### src/rtl/div_ctrl_pkg.sv
// Shared types and constants for the sequential restoring divider controller.
package div_ctrl_pkg;

  localparam int unsigned DEF_D_W = 8;

  // Wide all-ones pattern, truncated to the configured quotient width at use.
  localparam logic [63:0] Q_ALL_ONES = '1;

  localparam int unsigned FLAG_W   = 2;
  localparam int unsigned FLAG_DBZ = 0;
  localparam int unsigned FLAG_OVF = 1;

  typedef enum logic [1:0] {
    IDLE,
    ITER,
    DONE
  } state_t;

endpackage

### src/rtl/div_step.sv
// One restoring-division row: exact borrow-chain trial subtract of d from
// {prem, n_bit}, quotient bit from the final borrow, then restore mux.
module div_step #(
  parameter int unsigned D_W = 8
) (
  input  logic [D_W-1:0] prem,
  input  logic           n_bit,
  input  logic [D_W-1:0] d,
  output logic [D_W-1:0] prem_next,
  output logic           q_bit
);

  logic [D_W-1:0] a;
  logic [D_W-1:0] diff;
  logic [D_W:0]   bw;
  logic           top;

  // tmp = {prem, n_bit} is W+1 bits; a is its low W bits, top its MSB.
  always_comb begin
    a     = {prem[D_W-2:0], n_bit};
    top   = prem[D_W-1];
    diff  = '0;
    bw    = '0;
    for (int unsigned i = 0; i < D_W; i++) begin
      diff[i]  = a[i] ^ d[i] ^ bw[i];
      bw[i+1]  = (~a[i] & d[i]) | (~(a[i] ^ d[i]) & bw[i]);
    end
    // Divisor MSB extension is zero, so the last cell only propagates borrow.
    q_bit     = ~(~top & bw[D_W]);
    prem_next = q_bit ? diff : a;
  end

endmodule

### src/rtl/div_seq_ctrl.sv
// Sequential 2W/W restoring divider, one quotient bit per cycle, MSB first.
// Optional DIV_TRUNC_EN: trunc input stops iteration early at bit index trunc.
module div_seq_ctrl
  import div_ctrl_pkg::*;
#(
  parameter int unsigned D_W   = DEF_D_W,
  parameter int unsigned CNT_W = $clog2(D_W)
) (
  input  logic               clk,
  input  logic               rst,
  input  logic               in_valid,
  output logic               in_ready,
  input  logic [2*D_W-1:0]   n,
  input  logic [D_W-1:0]     d,
`ifdef DIV_TRUNC_EN
  input  logic [CNT_W-1:0]   trunc,
`endif
  output logic               busy,
  output logic               out_valid,
  input  logic               out_ready,
  output logic [D_W-1:0]     q,
  output logic [D_W-1:0]     r,
  output logic               dbz,
  output logic               ovf
);

  state_t              state, state_next;
  logic [D_W-1:0]      n_hi, n_lo, d_q, prem;
  logic [D_W-1:0]      step_prem, step_d, prem_next;
  logic                step_bit, q_bit, idle, start_dbz, start_err;
  logic [CNT_W-1:0]    cnt, stop, stop_in;
  logic [FLAG_W-1:0]   flags, err_flags;

  assign n_hi      = n[2*D_W-1:D_W];
  assign idle      = (state == IDLE);
  assign start_dbz = (d == '0);
  assign start_err = start_dbz || (n_hi >= d);

`ifdef DIV_TRUNC_EN
  logic [CNT_W-1:0] stop_q;
  assign stop_in = (trunc > CNT_W'(D_W-1)) ? CNT_W'(D_W-1) : trunc;
  assign stop    = stop_q;
  always_ff @(posedge clk) begin
    if (rst)                 stop_q <= '0;
    else if (idle && in_valid) stop_q <= stop_in;
  end
`else
  assign stop_in = '0;
  assign stop    = '0;
`endif

  always_comb begin
    err_flags           = '0;
    err_flags[FLAG_DBZ] = start_dbz;
    err_flags[FLAG_OVF] = ~start_dbz;
  end

  // The first row is evaluated on the accept edge straight from the inputs.
  assign step_prem = idle ? n_hi : prem;
  assign step_bit  = idle ? n[D_W-1] : n_lo[cnt];
  assign step_d    = idle ? d : d_q;

  div_step #(.D_W(D_W)) u_step (
    .prem      (step_prem),
    .n_bit     (step_bit),
    .d         (step_d),
    .prem_next (prem_next),
    .q_bit     (q_bit)
  );

  always_ff @(posedge clk) begin
    if (rst) state <= IDLE;
    else     state <= state_next;
  end

  always_comb begin
    state_next = state;
    unique case (state)
      IDLE: if (in_valid) begin
        if (start_err || (stop_in == CNT_W'(D_W-1))) state_next = DONE;
        else                                          state_next = ITER;
      end
      ITER: if (cnt == stop) state_next = DONE;
      DONE: if (out_ready)   state_next = IDLE;
      default:               state_next = IDLE;
    endcase
  end

  always_ff @(posedge clk) begin
    if (rst) begin
      in_ready  <= 1'b1;
      busy      <= 1'b0;
      out_valid <= 1'b0;
      n_lo      <= '0;
      d_q       <= '0;
      prem      <= '0;
      cnt       <= '0;
      q         <= '0;
      r         <= '0;
      flags     <= '0;
    end else begin
      in_ready  <= (state_next == IDLE);
      busy      <= (state_next != IDLE);
      out_valid <= (state_next == DONE);
      if (idle && in_valid) begin
        n_lo <= n[D_W-1:0];
        d_q  <= d;
        if (start_err) begin
          q     <= D_W'(Q_ALL_ONES);
          r     <= n_hi;
          flags <= err_flags;
        end else begin
          prem  <= prem_next;
          q     <= {q_bit, (D_W-1)'(0)};
          cnt   <= CNT_W'(D_W-2);
          flags <= '0;
          if (stop_in == CNT_W'(D_W-1)) r <= prem_next;
        end
      end else if (state == ITER) begin
        prem   <= prem_next;
        q[cnt] <= q_bit;
        if (cnt == stop) r   <= prem_next;
        else             cnt <= cnt - CNT_W'(1);
      end
    end
  end

  assign dbz = flags[FLAG_DBZ];
  assign ovf = flags[FLAG_OVF];

endmodule
### config.mk
export PLATFORM = sky130hd
export DESIGN_NAME = div_seq_ctrl
export DESIGN_NICKNAME = d
export VERILOG_FILES = /design/src/rtl/div_ctrl_pkg.sv /design/src/rtl/div_step.sv /design/src/rtl/div_seq_ctrl.sv
export SDC_FILE = /design/constraint.sdc
export NUM_CORES = 1
export LEC_CHECK = 0
export CELL_PAD_IN_SITES_DETAIL_PLACEMENT = 1
export CELL_PAD_IN_SITES_GLOBAL_PLACEMENT = 1
export CORE_AREA = 4 4 102 114
export CTS_BUF_LIST = sky130_fd_sc_hd__clkbuf_16
export DETAILED_ROUTE_END_ITERATION = 10
export DIE_AREA = 0 0 106 118
export PLACE_DENSITY = 0.66
export RECOVER_POWER = 50
export SKIP_CTS_REPAIR_TIMING = 1
export SLEW_MARGIN = 20
export SYNTH_ARGS = -nofsm -noshare
export SYNTH_HDL_FRONTEND = slang
export SYNTH_SLANG_ARGS = --single-unit
### constraint.sdc
create_clock -name clk -period 6.9 [get_ports clk]
set_input_delay 1.38 -clock clk [delete_from_list [all_inputs] [get_ports clk]]
set_output_delay 1.38 -clock clk [all_outputs]
set_load 0.02 [all_outputs]
* Word-level counts from Yosys, hierarchy flattened *
Index checks and enable logic that the tools add are counted.

word-level totals
  register bits = 50
  bits of input ports = 28
  output and inout bits = 21

cells by class
  add/sub/neg operators = 1
  magnitude comparators = 3
  eq/ne operators = 6
  multiplexer cells = 29
  bitwise gates (word level) = 56
  reductions and logical operators = 13

operators with widths
  kind                   count
  $mux W8                13
  $not A1 Y1             18
  $and A1 B1 Y1          16
  $xor A1 B1 Y1          15
  $mux W3                4
  $mux W2                5
  $bwmux W8              1
  $ge A8 B8 Y1           1
  $logic_not A8 Y1       1
  $or A1 B1 Y1           7
  $pmux W2 S3            1
  $reduce_and A3 Y1      2
  $reduce_bool A2 Y1     3
  $eq A2 B2 Y1 const B   2
  $logic_not A2 Y1       2
  $lt A3 B4 Y1 const B   1
  $ne A2 B2 Y1 const B   2
  $bmux W1 S3            1
  $demux W1 S3           1
  $ge A3 B1 Y1 const B   1
  $logic_not A3 Y1       1
  $mux W1                3
  $sub A3 B1 Y3 const B  1
  $eq A2 B1 Y1 const B   1
  4 further kinds        5

* Logic depth before layout (Yosys ltp) *
  depth in word-level cells = 24
  gate-level depth with buffers = 21
  gate-level depth less buffers = 18

* By module *
Synthesis repeated with hierarchy kept, for this count alone.

second synthesis, totals
  cells, all modules = 342
  area, all modules = 3074.2 µm²

by module, submodules not included
  module        instances  cells an instance  area an instance (µm²)
  div_seq_ctrl  1          315                2782.7
  div_step      1          27                 291.5

* Worst setup path after synthesis *
Ideal clock, no wire load.

  kind = input -> register
  start point = input port n[7]
  end point = register r[0]
  library setup time = 117 ps
  data arrival time = 5399 ps
  setup slack = 1384 ps
  stages on the path = 16
  buffers on the path = 2
  cells stage by stage = o21ai_0 > ha_1 > inv_1 > fa_1 > fa_1 > fa_1 > fa_1 > fa_1 > fa_1 > fa_1 > nor4_2 > a21o_1 > buf_4 > buf_6 > a31oi_1 > a32o_1

between the ends
  longest elaborated chain between the ends = 22

RTL lines
  item                        RTL line             text
  from (decl)                 div_seq_ctrl.sv:13   input logic [2*D_W-1:0] n,
  $mux W1 *                   div_seq_ctrl.sv:60   assign step_bit = idle ? n[D_W-1] : n_lo[cnt];
  $not A1 Y1                  div_step.sv:26       bw[i+1] = (~a[i] & d[i]) | (~(a[i] ^ d[i]) & bw[i]);
  $and A1 B1 Y1 (2 in a row)  div_step.sv:26
  $or A1 B1 Y1                div_step.sv:26
  $and A1 B1 Y1               div_step.sv:26
  $or A1 B1 Y1                div_step.sv:26
  $and A1 B1 Y1               div_step.sv:26
  $or A1 B1 Y1                div_step.sv:26
  [5 not listed]              -
  $or A1 B1 Y1                div_step.sv:26
  $and A1 B1 Y1               div_step.sv:26
  $or A1 B1 Y1                div_step.sv:26
  $and A1 B1 Y1               div_step.sv:29       q_bit = ~(~top & bw[D_W]);
  $mux W8 *                   div_step.sv:30       prem_next = q_bit ? diff : a;
  $mux W8 *                   div_seq_ctrl.sv:122  if (cnt == stop) r <= prem_next;
  $mux W8 *                   div_seq_ctrl.sv:119  end else if (state == ITER) begin
  $mux W8 *                   div_seq_ctrl.sv:105  if (idle && in_valid) begin
  to (signal assigned)        div_seq_ctrl.sv:110  r <= n_hi;
  to (signal assigned)        div_seq_ctrl.sv:117  if (stop_in == CNT_W'(D_W-1)) r <= prem_next;
  to (signal assigned)        div_seq_ctrl.sv:122
  to (decl)                   div_seq_ctrl.sv:22   output logic [D_W-1:0] r,

Mark *: on every way between the ends. The rest lies on a longest branch, timed or not. The select of a mux whose other input is x is not followed.
A chain may end at the register's enable or synchronous reset.

* Worst setup path after layout *
  start point = input port n[7]
  end point = register r[1]

between the ends
  longest elaborated chain between the ends = 22

RTL lines
  item             RTL line
  $mux W1 *        div_seq_ctrl.sv:60
  $not A1 Y1 *     div_step.sv:26
  $and A1 B1 Y1 *  div_step.sv:26
  $and A1 B1 Y1    div_step.sv:26
  $or A1 B1 Y1     div_step.sv:26
  $and A1 B1 Y1    div_step.sv:26
  $or A1 B1 Y1     div_step.sv:26
  $and A1 B1 Y1    div_step.sv:26
  [6 not listed]   -
  $or A1 B1 Y1     div_step.sv:26
  $and A1 B1 Y1    div_step.sv:26
  $or A1 B1 Y1     div_step.sv:26
  $and A1 B1 Y1    div_step.sv:29
  $mux W8 *        div_step.sv:30
  $mux W8 *        div_seq_ctrl.sv:122
  $mux W8 *        div_seq_ctrl.sv:119
  $mux W8 *        div_seq_ctrl.sv:105

Marks and branches as above.

==> impl_metrics.json <==
{
  "wire_per_inst_um": 16.3,
  "areaGrowthSynthToFinish_pct": 22.5,
  "slew_viol_final": 0,
  "cap_violations": 0,
  "met2_usage_pct": 24.4,
  "fmax_mhz": 159,
  "max-clock-path-buffers": 2,
  "ys_seq_elements": 50,
  "io_buffers": 48,
  "crit_type": "input pin to register",
  "nNetsFinal": 434,
  "grt_busiest_layer": "met2",
  "cts_tree": "done",
  "outcome": "finished, final reports clean",
  "dr.pass1.iters": 4,
  "finalNonFillerCells": 532,
  "clock_latency_ps": 290,
  "yosysSeqAreaShare_pct": 32.3,
  "place_ws_ps": 350,
  "routed_wl_um": 8690,
  "crit_fanout": 16,
  "cts-htree-levels": 2,
  "grtUsageMet3_pct": 2.52,
  "grt_max_degree": 63,
  "start_util_pct": 30.0,
  "cp_data_arrival_time_ps": 6510,
  "synthCells": 352,
  "synth_flop_cell": "dfxtp_1",
  "clk_pin_slew_ps": 70,
  "via_count": 2641,
  "finClkSkew_ps": 6.45,
  "root_buffer": "clkbuf_16",
  "fp.dieW_um": 106,
  "yosysWarnings": 0,
  "viasPerCell": 4.96,
  "peakVddDrop_mv": 0.101,
  "dp_hpwl_um": 6350,
  "grt_setup_unrepaired": "no",
  "period_needed_ps": 6270,
  "critPathLaunchType": "input pin",
  "place_congestion": 0.781,
  "syn_area_um2": 3100,
  "synthTopCellsByArea": "dfxtp_1 (32%), nand2_1 (8.4%), mux2_2 (5.4%), a21oi_1 (5.2%), fa_1 (4.5%)",
  "grt_pass1_vias": 2727,
  "timing.final.ws_setup_ps": 628,
  "cp-end-kind": "register",
  "power_per_cell_area_nw_per_um2": 284,
  "grtUsageMet1_pct": 18.5,
  "drc": 0,
  "p_leak_nw": 1.53,
  "placed_cell_area_um2": 3640,
  "first_iter_violations": 104,
  "cts_buffers": 5,
  "cts_sinks": 50,
  "fp.dieH_um": 118,
  "grt.overflow.total": 0,
  "antenna_found_initial": 0,
  "ant_nets": 0,
  "synth_top_area_cell": "dfxtp_1",
  "async_flop_share_pct": 0,
  "syn_nets": 398,
  "min_period_over_period_pct": 90.9,
  "synth_cell_types": 51,
  "hold_path.class": "register to register",
  "antennaDiodeCount": 0,
  "rows": 39,
  "drive_gt1_share_pct": 11.8,
  "synth_edf_count": 0,
  "setup_viol": 0,
  "fin_area_um2": 3800,
  "core_area_um2": 10300,
  "die_area_um2": 12500,
  "tns_ps": 0,
  "ioPinCount": 49,
  "final_hold_viol_count": 0,
  "slew_headroom_pct": 4.71,
  "nFillCells": 1228,
  "crit_required_ps": 7140,
  "synth_top_area_share_pct": 32.3,
  "track_usage_pct": 14.2,
  "synth_area_per_cell_um2": 8.81,
  "post-place-cells": 524,
  "grt_pass1_wl_um": 14400,
  "worstMarginPinSlew_ps": 1430
}
## registers in the layout, summed over array words and instances (netlist names)
signal	cells
cnt	3
d_q	8
n_lo	8
out_valid	1
flags	2
busy	1
prem	8
in_ready	1
r	8
q	8
state	2
## Yosys cell counts, drive strengths merged, types with 3 or more instances
cell	count
buf	16
a31oi	9
o311a	3
mux2	20
dfxtp	50
nor4	5
nor3	5
nor2b	18
fa	7
nand3	17
o21ai	14
a221oi	3
nand2b	5
a21oi	35
mux2i	14
nor2	8
ha	11
clkbuf	7
inv	13
nand2	70
## cell type report
type / count / area (um^2) / share of cell area (%)
clock inverters: 3 / 40.0 / 1.05
inverters: 13 / 48.8 / 1.29
flip-flops and latches: 50 / 1000 / 26.4
repair buffers: 52 / 502 / 13.2
clock buffers: 5 / 125 / 3.29
multi-input cells: 266 / 1900 / 50.1
well taps: 143 / 179 / 4.71
## power breakdown
group	switching [mW]	internal, mW
sequential	0.0293	0.332
combinational	0.246	0.188
clock	0.112	0.170
total	0.387	0.690
## cells in the final DEF (no fill, tap or decap), drive strengths merged, types with 7 or more instances in the layout
| master | n |
|---|---|
| nand2 | 70 |
| dfxtp | 50 |
| a21oi | 35 |
| clkdlybuf4s50 | 29 |
| mux2 | 20 |
| nor2b | 18 |
| dlygate4sd3 | 18 |
| nand3 | 17 |
| mux2i | 14 |
| o21ai | 14 |
| inv | 13 |
| ha | 11 |
| a31oi | 9 |
| nor2 | 8 |
| fa | 7 |
## stage by stage
stage / hold slack (ps) / utilization [%] / total power [mW]
final: 457 / 36.7 / 1.08
after global routing: 479 / 36.7 / 1.16
after floorplan: 433 / - / 0.687
after CTS: 460 / 36.7 / 1.10
after detailed placement: 451 / 35.1 / 0.810
after global placement: 441 / 35.1 / 0.799
## kinds of logic after synthesis
kind of cell	count (synthesis)	synth area share, %
compound gates	74	16.6
fa+ha+maj	18	8.96
buf+inv	36	6.38
flops	50	32.3
mux	36	13.6
simple gates	138	22.2
## worst paths after layout
kind,start,end,slack (ps),cells after the start
max,n[7],r[1],630,16
min,d_q[5],d_q[5],460,2
max reg2reg,cnt[1],r[1],810,18
min reg2reg,d_q[5],d_q[5],460,2
## critical path, cell delays in order
cell and delay, ps:
clkdlybuf4s50_1 480, o21ai_0 220, ha_1 170, inv_1 50, fa_1 380, fa_1 400
fa_1 390, fa_1 400, fa_1 390, fa_1 380, fa_1 460, nor4_2 340
a21o_1 480, nand3_1 140, a31oi_1 260, mux2_2 190
## per-layer routing
| metal | up-vias | wire length, um |
|---|---|---|
| met5 | - | 0 |
| met4 | 0 | 95 |
| met3 | 10 | 274 |
| met2 | 43 | 4280 |
| met1 | 1291 | 4040 |
| li1 | 1297 | - |
Power figures use the tool's default switching activity.
==> patch: new RTL, same flow settings <==
Add a define of `DIV_TRUNC_EN`.
--- a/src/rtl/div_seq_ctrl.sv
+++ b/src/rtl/div_seq_ctrl.sv
@@ -1,5 +1,7 @@
 // Sequential 2W/W restoring divider, one quotient bit per cycle, MSB first.
 // Optional DIV_TRUNC_EN: trunc input stops iteration early at bit index trunc.
+`define DIV_TRUNC_EN
+
 module div_seq_ctrl
   import div_ctrl_pkg::*;
 #(
Interface: changed (added trunc); port bits go from 49 to 52. The function was not compared with the original's and may differ.
==> patch against the original RTL <==
Power rose by 4.6%. Worst setup slack improved by 230 ps. Critical endpoint is now prem[5]. Area after synthesis fell by 6.1%. Critical path type unchanged. Design area fell by 3.6%. Sequential cell count rose by 3. Combinational power rose by 8.8%. Largest cell class unchanged. Die area did not move. Routed wire length fell by 3.6%.
==> patch: results (changes against the original RTL) <==
* Post-Route WL at 8.378 mm (was 8.694 mm)
* HP Start: d_q[2] (was d_q[5])
* Tmin final at 6039 ps (was 6272 ps)
* Worst-case clock skew at 6.523 ps (was 6.451 ps)
* Worst-Skew Late Latency at 290 ps (about the same)
* Clock Tree Buf Depth at 2 (unchanged)
* Net count after synthesis at 385 (was 398)
* CP peak stage delay at 530 ps (was 480 ps)
* Worst r2r dst: prem[5] (was r[1])
* Seq/Total Area, Yosys at 36.46% (was 32.28%)
* Fin nets at 425 (was 434)
* GP Congestion at 0.7872 (was 0.7806)
* Worst vdd ir at 0.00009924 V (was 0.0001010 V)
* Post-synthesis mux area share at 12.81% (was 13.60%)
* Worst reg2reg path depth at 19 (was 18)
* Routed length on met2 at 4.201 mm (was 4.279 mm)
* Count of mapped cells out of synthesis at 337 (was 352)
* Hold_ws at 455.1 ps (was 457.4 ps)
* Via count at 2,518 (was 2,641)
* Lkg Pwr at 1.481 nW (was 1.525 nW)
* Post-DP HPWL at 6.322 mm (was 6.352 mm)
* Place WS at 582.3 ps (was 349.8 ps)
* Port bufs at 51 (was 48)
* Synth unique cells at 50 (was 51)
* Worst-Margin Slew at 1339 ps (was 1429 ps)
* Min-Delay Endpoint: d_q[2] (was d_q[5])
* Critical path peak fanout at 10 (was 16)
* Largest net degree at the start of global routing at 38 (was 63)
* Area post-placement at 0.003520 mm2 (was 0.003636 mm2)
* Top Layer Used: met4 (unchanged)
* Synth Area in Compound Gates at 18.06% (was 16.63%)
* Worst Path Arrival at 6210 ps (was 6510 ps)
* Setup crit start: d[0] (was n[7])
* Flop-to-flop setup slack at 860 ps (was 810 ps)
* Run status: completed (unchanged)
* Wire per inst at 16.08 um (was 16.34 um)
* First-pass GRT wire length at 13.94 mm (was 14.39 mm)
* DR WL met3 at 251 um (was 274 um)
* Cell depth of the worst hold path at 2 (unchanged)
* Vias in the first global route at 2,711 (was 2,727)
* Most instantiated cells after synthesis: nand2_1, dfxtp_1, a21oi_1 (unchanged)
* GRT Util Overall at 13.74% (was 14.18%)
* Placed cell count at 513 (was 524)
* Post-Synth XOR/XNOR Area at 1.204% (was 0%)
* Adder-cell share of the synthesized area at 9.114% (was 8.959%)
* Ranking of synthesized cells by area: dfxtp_1, nand2_1, mux2i_1, mux2_2, a21oi_1 (was dfxtp_1, nand2_1, mux2_2, a21oi_1, fa_1)
* Layout cells sized above 1 at 9.524% (was 11.83%)
* Routed length on met1 at 3.827 mm (was 4.044 mm)
## patch: changes by cell type in the layout (fill, tap and decap cells not counted), moves of 4 or more
| cell | change |
|---|---|
| a211oi_1 | +4 |
| xnor2_1 | +4 |
| nor2b_1 | -17 |
| dlygate4sd3_1 | +4 |
| nor2_1 | +18 |
| nand3_1 | -11 |
## patch: layer usage
layer | up-vias | GRT usage, %
li1 | 1253 | -
met5 | - | 0
met1 | 1225 | 17.13
met3 | 5 | 2.304
met4 | 0 | 4.130
met2 | 35 | 24.08
## patch: power by group
part	internal, mW	leakage [nW]	total, mW	switching (mW)
clock network	0.134	0.0754	0.251	0.117
logic	0.214	0.969	0.472	0.258
registers	0.360	0.436	0.404	0.0434
## patch: area by class of cell
class | count | area [um2]
multi-input combinational | 250 | 1698
fill | 1259 | 6683
inverter | 13 | 48.80
clock buffer | 5 | 125.1
sequential | 53 | 1061
timing repair buffer | 54 | 533.0
clock inverter | 3 | 17.52
tap | 143 | 178.9
